**src/rtl/station_arbiter.sv**
```systemverilog
// Round-robin arbiter that lets several scanner stations share one code-lookup
// database: grant one station, issue its code, wait for a result or a timeout, report.
module station_arbiter #(
    parameter int NUM_STATIONS = 4,
    parameter int CODE_W       = 4,
    parameter int TIMEOUT      = 16,
    localparam int GW          = (NUM_STATIONS > 1) ? $clog2(NUM_STATIONS) : 1,
    localparam int CW          = $clog2(TIMEOUT) + 1
) (
    input  logic                           clk,
    input  logic                           reset,
    input  logic [NUM_STATIONS-1:0]        req,
    input  logic [NUM_STATIONS*CODE_W-1:0] code,
    output logic                           db_start,
    output logic [CODE_W-1:0]              db_code,
    input  logic                           db_ready,
    input  logic                           db_match,
    output logic [NUM_STATIONS-1:0]        done,
    output logic                           ok,
    output logic                           timeout,
    output logic [GW-1:0]                  grant_id,
    output logic                           busy
);

    typedef enum logic [1:0] {
        S_IDLE  = 2'd0,
        S_ISSUE = 2'd1,
        S_WAIT  = 2'd2,
        S_RESP  = 2'd3
    } state_t;

    state_t          state;
    state_t          state_next;
    logic [GW-1:0]   last_grant;
    logic [CW-1:0]   wcnt;
    logic            ok_q;
    logic            to_q;
    logic [GW-1:0]   pick;
    logic            pick_valid;
    logic            wait_expired;

    assign wait_expired = (wcnt == CW'(TIMEOUT - 1));

    // Walk downward so the nearest requester after last_grant is assigned last and wins.
    always_comb begin
        pick       = '0;
        pick_valid = 1'b0;
        for (int i = NUM_STATIONS; i >= 1; i--) begin
            if (req[(int'(last_grant) + i) % NUM_STATIONS]) begin
                pick_valid = 1'b1;
                pick       = GW'((int'(last_grant) + i) % NUM_STATIONS);
            end
        end
    end

    always_ff @(posedge clk) begin
        if (reset) state <= S_IDLE;
        else       state <= state_next;
    end

    always_comb begin
        state_next = state;
        case (state)
            S_IDLE:  if (pick_valid) state_next = S_ISSUE;
            S_ISSUE: state_next = S_WAIT;
            S_WAIT:  if (db_ready || wait_expired) state_next = S_RESP;
            S_RESP:  state_next = S_IDLE;
            default: state_next = S_IDLE;
        endcase
    end

    always_ff @(posedge clk) begin
        if (reset) begin
            last_grant <= GW'(NUM_STATIONS - 1);
            grant_id   <= '0;
            db_code    <= '0;
            wcnt       <= '0;
            ok_q       <= 1'b0;
            to_q       <= 1'b0;
        end else begin
            case (state)
                S_IDLE: begin
                    if (pick_valid) begin
                        grant_id <= pick;
                        db_code  <= code[int'(pick)*CODE_W +: CODE_W];
                        ok_q     <= 1'b0;
                        to_q     <= 1'b0;
                    end
                end
                S_ISSUE: wcnt <= '0;
                S_WAIT: begin
                    // A result arriving on the last allowed cycle beats the timeout.
                    if (db_ready) begin
                        ok_q <= db_match;
                        to_q <= 1'b0;
                    end else if (wait_expired) begin
                        ok_q <= 1'b0;
                        to_q <= 1'b1;
                    end else if (wcnt != '1) begin
                        wcnt <= wcnt + CW'(1);
                    end
                end
                S_RESP: last_grant <= grant_id;
                default: ;
            endcase
        end
    end

    assign db_start = (state == S_ISSUE);
    assign busy     = (state != S_IDLE);
    assign ok       = (state == S_RESP) && ok_q;
    assign timeout  = (state == S_RESP) && to_q;

    always_comb begin
        done = '0;
        if (state == S_RESP) done[grant_id] = 1'b1;
    end

endmodule
```
**config.mk**
```make
export PLATFORM = sky130hd
export DESIGN_NAME = station_arbiter
export DESIGN_NICKNAME = d
export VERILOG_FILES = /design/src/rtl/station_arbiter.sv
export SDC_FILE = /design/constraint.sdc
export NUM_CORES = 1
export LEC_CHECK = 0
export ABC_AREA = 1
export CAP_MARGIN = 25
export CORE_MARGIN = 2
export CORE_UTILIZATION = 45
export CTS_CLUSTER_SIZE = 30
export DETAILED_ROUTE_END_ITERATION = 12
export DONT_BUFFER_PORTS = 1
export PLACE_DENSITY = 0.58
export SLEW_MARGIN = 15
export SYNTH_ARGS = -nofsm -noshare
export SYNTH_HDL_FRONTEND = slang
export SYNTH_SLANG_ARGS = --single-unit
```
**constraint.sdc**
```tcl
create_clock -name clk -period 3.75 [get_ports clk]
set_input_delay 0.5625 -clock clk [delete_from_list [all_inputs] [get_ports clk]]
set_output_delay 0.5625 -clock clk [all_outputs]
set_load 0.02 [all_outputs]
```
### Word-level counts from Yosys, hierarchy flattened

Index checks and enable logic that the tools add are counted.

| operators by class | value |
|---|---|
| reductions and logical operators | 16 |
| $add $sub $neg | 5 |
| muxes and demuxes | 37 |
| multiply operators | 0 |
| shifts and indexed selects | 1 |
| div/mod/pow operators | 0 |
| equal/unequal tests | 11 |
| magnitude comparators | 6 |
| bitwise logic cells | 4 |

Operators by type and width:

| operator | number |
|---|---|
| $mux 1 | 18 |
| $lt 3x4->1 const B | 4 |
| $shiftx 16x5->4 | 1 |
| $mux 5 | 3 |
| $mux 2 | 6 |
| $ne 2x2->1 const B | 5 |
| $pmux 5 s2 | 1 |
| $bmux 1 s2 | 4 |
| $pmux 2 s4 | 1 |
| $reduce_or 2->1 | 4 |
| $reduce_bool 2->1 | 3 |
| $add 5x1->5 const B | 1 |
| $eq 5x4->1 const B | 1 |
| $ne 5x5->1 const B | 1 |
| $add 2x1->2 const B | 2 |
| $add 2x2->2 const B | 2 |
| $and 1x1->1 const A | 4 |
| $eq 2x2->1 const B | 2 |
| $mux 4 | 1 |
| $pmux 1 s2 | 2 |
| $reduce_and 2->1 | 2 |
| $reduce_and 4->1 | 1 |
| $logic_and 1x1->1 | 3 |
| $lt 2x3->1 const B | 1 |
| other kinds (7) | 7 |

| storage, ports and cells | value |
|---|---|
| memory bits (writable) | 0 |
| register bits after elaboration | 17 |
| output and inout port bits | 14 |
| memories kept | 0 |
| latch bits | 0 |
| ROM bits | 0 |

### Depth between registers and ports, before layout

| depth | value |
|---|---|
| depth in word-level cells | 12 |
| gate-level depth with buffers | 15 |

### Least setup slack after synthesis

No wires, ideal clock.

| path | value |
|---|---|
| kind | flip-flop to flip-flop |
| start point | register wcnt[0] |
| end point | register wcnt[3] |
| clock period less this slack | 1.755 ns |
| path slack | 1.995 ns |
| stages on the path, launching flop included | 14 |
| data required time | 3.670 ns |
| arrival | 1.675 ns |
| setup time | 0.080 ns |
| path through | dfxtp_1 > ha_1 > nand2_1 > nor2_1 > ha_1 > nor2_1 > nand2_1 > or2_1 > nand2_2 > inv_1 > nor2_2 > nand3_1 > nand2_1 > nor3b_1 |

| on the way | value |
|---|---|
| cells in the longest elaborated chain, start to end | 5 |
| elaborated cells between the ends (all ways) | 10 |
| classes of those cells | add/sub: 1; eq/ne: 4; mux: 4; reduce/logical: 1 |

RTL lines:

| what | line | text |
|---|---|---|
| start, declared | 35 | `logic [CW-1:0] wcnt;` |
| start signal, assigned | 100 | `wcnt <= wcnt + CW'(1);` |
| $add 5x1->5 | 100 |  |
| $mux 5 | 99 | `end else if (wcnt != '1) begin` |
| $mux 5 | 96 | `end else if (wait_expired) begin` |
| $mux 5 | 93 | `if (db_ready) begin` |
| $pmux 5 s2 | 81 | `case (state)` |

Parallel ways exist; a longest one is shown, timed or not. The select of a mux whose other input is x is not followed.
A chain may end at the register's enable or synchronous reset.

### Final worst setup path

| path | value |
|---|---|
| start point | register wcnt[1] |
| end point | register wcnt[3] |

Same word-level chain as after synthesis.

==> flow_metrics.env <==
export IMPL_status="finished, final reports clean"
export IMPL_die_x_microns=56.4
export IMPL_critical_path_class="reg2reg"
export IMPL_grt_use_total=0.177
export IMPL_async_flop_share=0
export IMPL_portBuffers=0
export IMPL_p_switching_mw=0.477
export IMPL_ys_seq_area_frac=0.276
export IMPL_grt_max_degree=12
export IMPL_worstPathCellList="ha_1 > nand2_1 > nor2_1 > ha_1 > nor2_1 > nand2_1 > or2_1 > nand2_2 > inv_1 > nor2_2 > nand3_1 > nand2_1 > nor3b_1"
export IMPL_p_per_area_nw_per_um2=718
export IMPL_synthTopCellsByCount="nand2_1, inv_1, nand3_1"
export IMPL_cts_clk_slew_worst_paths_ns=0.10
export IMPL_cts_max_level=1
export IMPL_slew_headroom=0.735
export IMPL_vdd_drop_max_mv=0.413
export IMPL_wl_per_cell_microns=12.1
export IMPL_synth_area_leaders="dfxtp_1, nand2_1, ha_1"
export IMPL_antenna_found_initial=0
export IMPL_std_cell_rows=18
export IMPL_min_period_ns=1.98
export IMPL_worst_pin_slew_ns=0.396
export IMPL_rsz0062_at_grt="no"
export IMPL_dp_hpwl_microns=2150
export IMPL_slew_violations=0
export IMPL_reg2reg_from="wcnt[1]$_SDFFE_PP0P_"
export IMPL_fp_coreArea_sq_um=2540
export IMPL_syn_inst=189
export IMPL_seqPwrFrac=0.324
export IMPL_clockRootBuffer="clkbuf_4"
export IMPL_cts_tree="yes"
export IMPL_grt_pass1_vias=1145
export IMPL_cts_hold_buf=0
export IMPL_synth_seq_cells=17
export IMPL_r2r_end="wcnt[3]$_SDFFE_PP0P_"
export IMPL_place_area_sq_um=1260
export IMPL_cts_buffer_depth=2
export IMPL_slowest_delay_ns=0.34
export IMPL_worstPathArrival_ns=2.18
export IMPL_dieArea_sq_um=3180
export IMPL_hp_start="reset"
export IMPL_die_h_microns=56.4
export IMPL_drt_iter0_markers=73
export IMPL_hold_path_end="wcnt[4]$_SDFFE_PP0P_"
export IMPL_synth_top_cell_by_area="dfxtp_1"
export IMPL_synth_area_sq_um=1230
export IMPL_synth_edf_count=0
export IMPL_cts_resized=0
export IMPL_cp_max_fo=4
export IMPL_grt_busiest_layer="met2"
export IMPL_insertedDiodeCount=0
export IMPL_drt_vias_per_instance=5.21
export IMPL_synth_fp_nets=221
export IMPL_clock_sinks=17
export IMPL_p_clk_frac=0.104
export IMPL_worst_clock_skew_ns=0.00292
export IMPL_postLayoutCellArea_sq_um=1280
export IMPL_hold_viol=0
export IMPL_gp_congestion=0.861
export IMPL_start_util=0.485
export IMPL_setup_violations=0
export IMPL_area_delta_synth_final_pct=3.95
export IMPL_crit_path_end_kind="flop"
export IMPL_grtUsageMet1=0.211
export IMPL_switching_share=0.517
export IMPL_filler_cell_count=274
export IMPL_drive_above_1_share=0.157
export IMPL_fin_setup_tns_ns=0
export IMPL_cp_slowest_cell="dfxtp_1"
export IMPL_synth_top_area_frac=0.276
export IMPL_first_pass_iters=4
export IMPL_grtUsageMet3=0.0300
export IMPL_leakage_nw=0.647
export IMPL_post_cts_buffers=0
export IMPL_numCtsBuffers=3
export IMPL_critPathRequiredTime_ns=3.96
export IMPL_yosys_cell_count_top_type="nand2_1"
export IMPL_yosysUniqueCellTypes=27
export IMPL_clk_latency_ns=0.28
export IMPL_grtUsageMet2=0.313
export IMPL_io_pins=38
export IMPL_combPwrFrac=0.572
export IMPL_route_detailed_drc=0
export IMPL_final_nets=224
export IMPL_avgSynthCellArea_sq_um=6.53
export IMPL_period_share=0.527
export IMPL_fmax_ghz=0.506
export IMPL_ant_nets=0
export IMPL_ys_warn_count=0
export IMPL_overflow=0
export IMPL_reg2reg_slack_ns=1.77
export IMPL_total_power_mw=0.922
export IMPL_power_internal_mw=0.445
export IMPL_holdPathStages=1
export IMPL_synth_ff_type="dfxtp_1"
export IMPL_cp_start_kind="flop"
export IMPL_cpMostUsedCell="nand2_1"
export IMPL_num_vias=1151
export IMPL_hold_class="in2reg"
export IMPL_maxCapViolCount=0
export IMPL_drt_total_wl_microns=2670
export IMPL_grt_pass1_wl_microns=4620
export IMPL_reg2regPathDepth=13
-- worst max-delay path, delay by kind of cell (launching register included) --
kind	cells	cell delay [ns]
and+or+nand+nor	10	1.13
adders and majority gates	2	0.36
buffers and inverters	1	0.08
DFF	1	0.34
-- cells in the final DEF (no fill, tap or decap) --
master	Yosys	final
inv_1	23	23
dfxtp_1	17	17
o21bai_1	1	1
or2_1	1	1
o21a_1	2	2
nor2_2	2	2
nand3_1	19	19
clkbuf_1	1	1
nand3_4	1	1
nand2_4	2	2
o211ai_1	2	2
inv_2	4	4
nor3b_1	1	1
nor2_4	1	1
nand2_1	45	45
a211oi_1	1	1
nand4_1	1	1
nand2_2	15	15
o21ai_0	8	8
o21ai_1	1	1
or2_2	1	1
inv_8	1	1
clkbuf_4	0	3
o22ai_1	1	1
ha_1	8	8
a21oi_1	11	11
nor2_1	18	18
-- metrics by stage --
step,setup WS [ns],hold slack (ns),std cells,util
2_1_floorplan,1.99,0.438,189,-
3_3_place_gp,1.90,0.455,217,0.494
3_5_place_dp,1.81,0.465,217,0.494
4_1_cts,1.78,0.322,221,0.504
5_1_grt,1.56,0.319,221,0.504
6_report,1.77,0.332,221,0.504
-- registers in the layout (all words and copies together), names as in the netlist --
register    cells
ok_q            1
to_q            1
last_grant      2
state           2
wcnt            5
grant_id        2
db_code         4
-- final cells by class --
| type | count | area (sq um) | area share |
|---|---|---|---|
| Clock buffer | 4 | 26.3 | 0.0205 |
| Inverter | 28 | 113 | 0.0877 |
| Multi-Input combinational cell | 142 | 767 | 0.597 |
| Sequential cell | 17 | 340 | 0.265 |
| Tap cell | 30 | 37.5 | 0.0292 |
-- routing by layer --
| layer | vias to the layer above | part of all wire |
|---|---|---|
| li1 | 608 | - |
| met1 | 510 | 0.44 |
| met2 | 29 | 0.49 |
| met3 | 4 | 0.049 |
| met4 | 0 | 0.014 |
| met5 | - | 0 |
-- power by group through the flow --
stage	Combinational (mW)	Sequential, mW	Clock (mW)
finish	0.527	0.299	0.0958
global route	0.606	0.306	0.105
CTS	0.530	0.300	0.100
detailed placement	0.528	0.304	0
global placement	0.513	0.303	0
floorplan	0.455	0.287	0
-- worst max-delay path by stage --
stage                               startpoint                   end  slack, ns  cells after the start
after floorplan           wcnt[0]$_SDFFE_PP0P_  wcnt[3]$_SDFFE_PP0P_       1.99                     13
after global placement    wcnt[1]$_SDFFE_PP0P_  wcnt[3]$_SDFFE_PP0P_       1.90                     13
after detailed placement  wcnt[1]$_SDFFE_PP0P_  wcnt[3]$_SDFFE_PP0P_       1.81                     13
after CTS                 wcnt[1]$_SDFFE_PP0P_  wcnt[3]$_SDFFE_PP0P_       1.78                     13
after global routing      wcnt[1]$_SDFFE_PP0P_  wcnt[3]$_SDFFE_PP0P_       1.56                     13
final                     wcnt[1]$_SDFFE_PP0P_  wcnt[3]$_SDFFE_PP0P_       1.77                     13
-- cells by family (layout without fill, tap and decap cells) --
family	Yosys count	count (layout)	share of synthesized area
simple gates	107	107	0.417
flops	17	17	0.276
fa+ha+maj	8	8	0.0811
buf+inv	30	32	0.103
compound gates	27	27	0.123
Note: power is estimated with default switching activity, not from simulation.
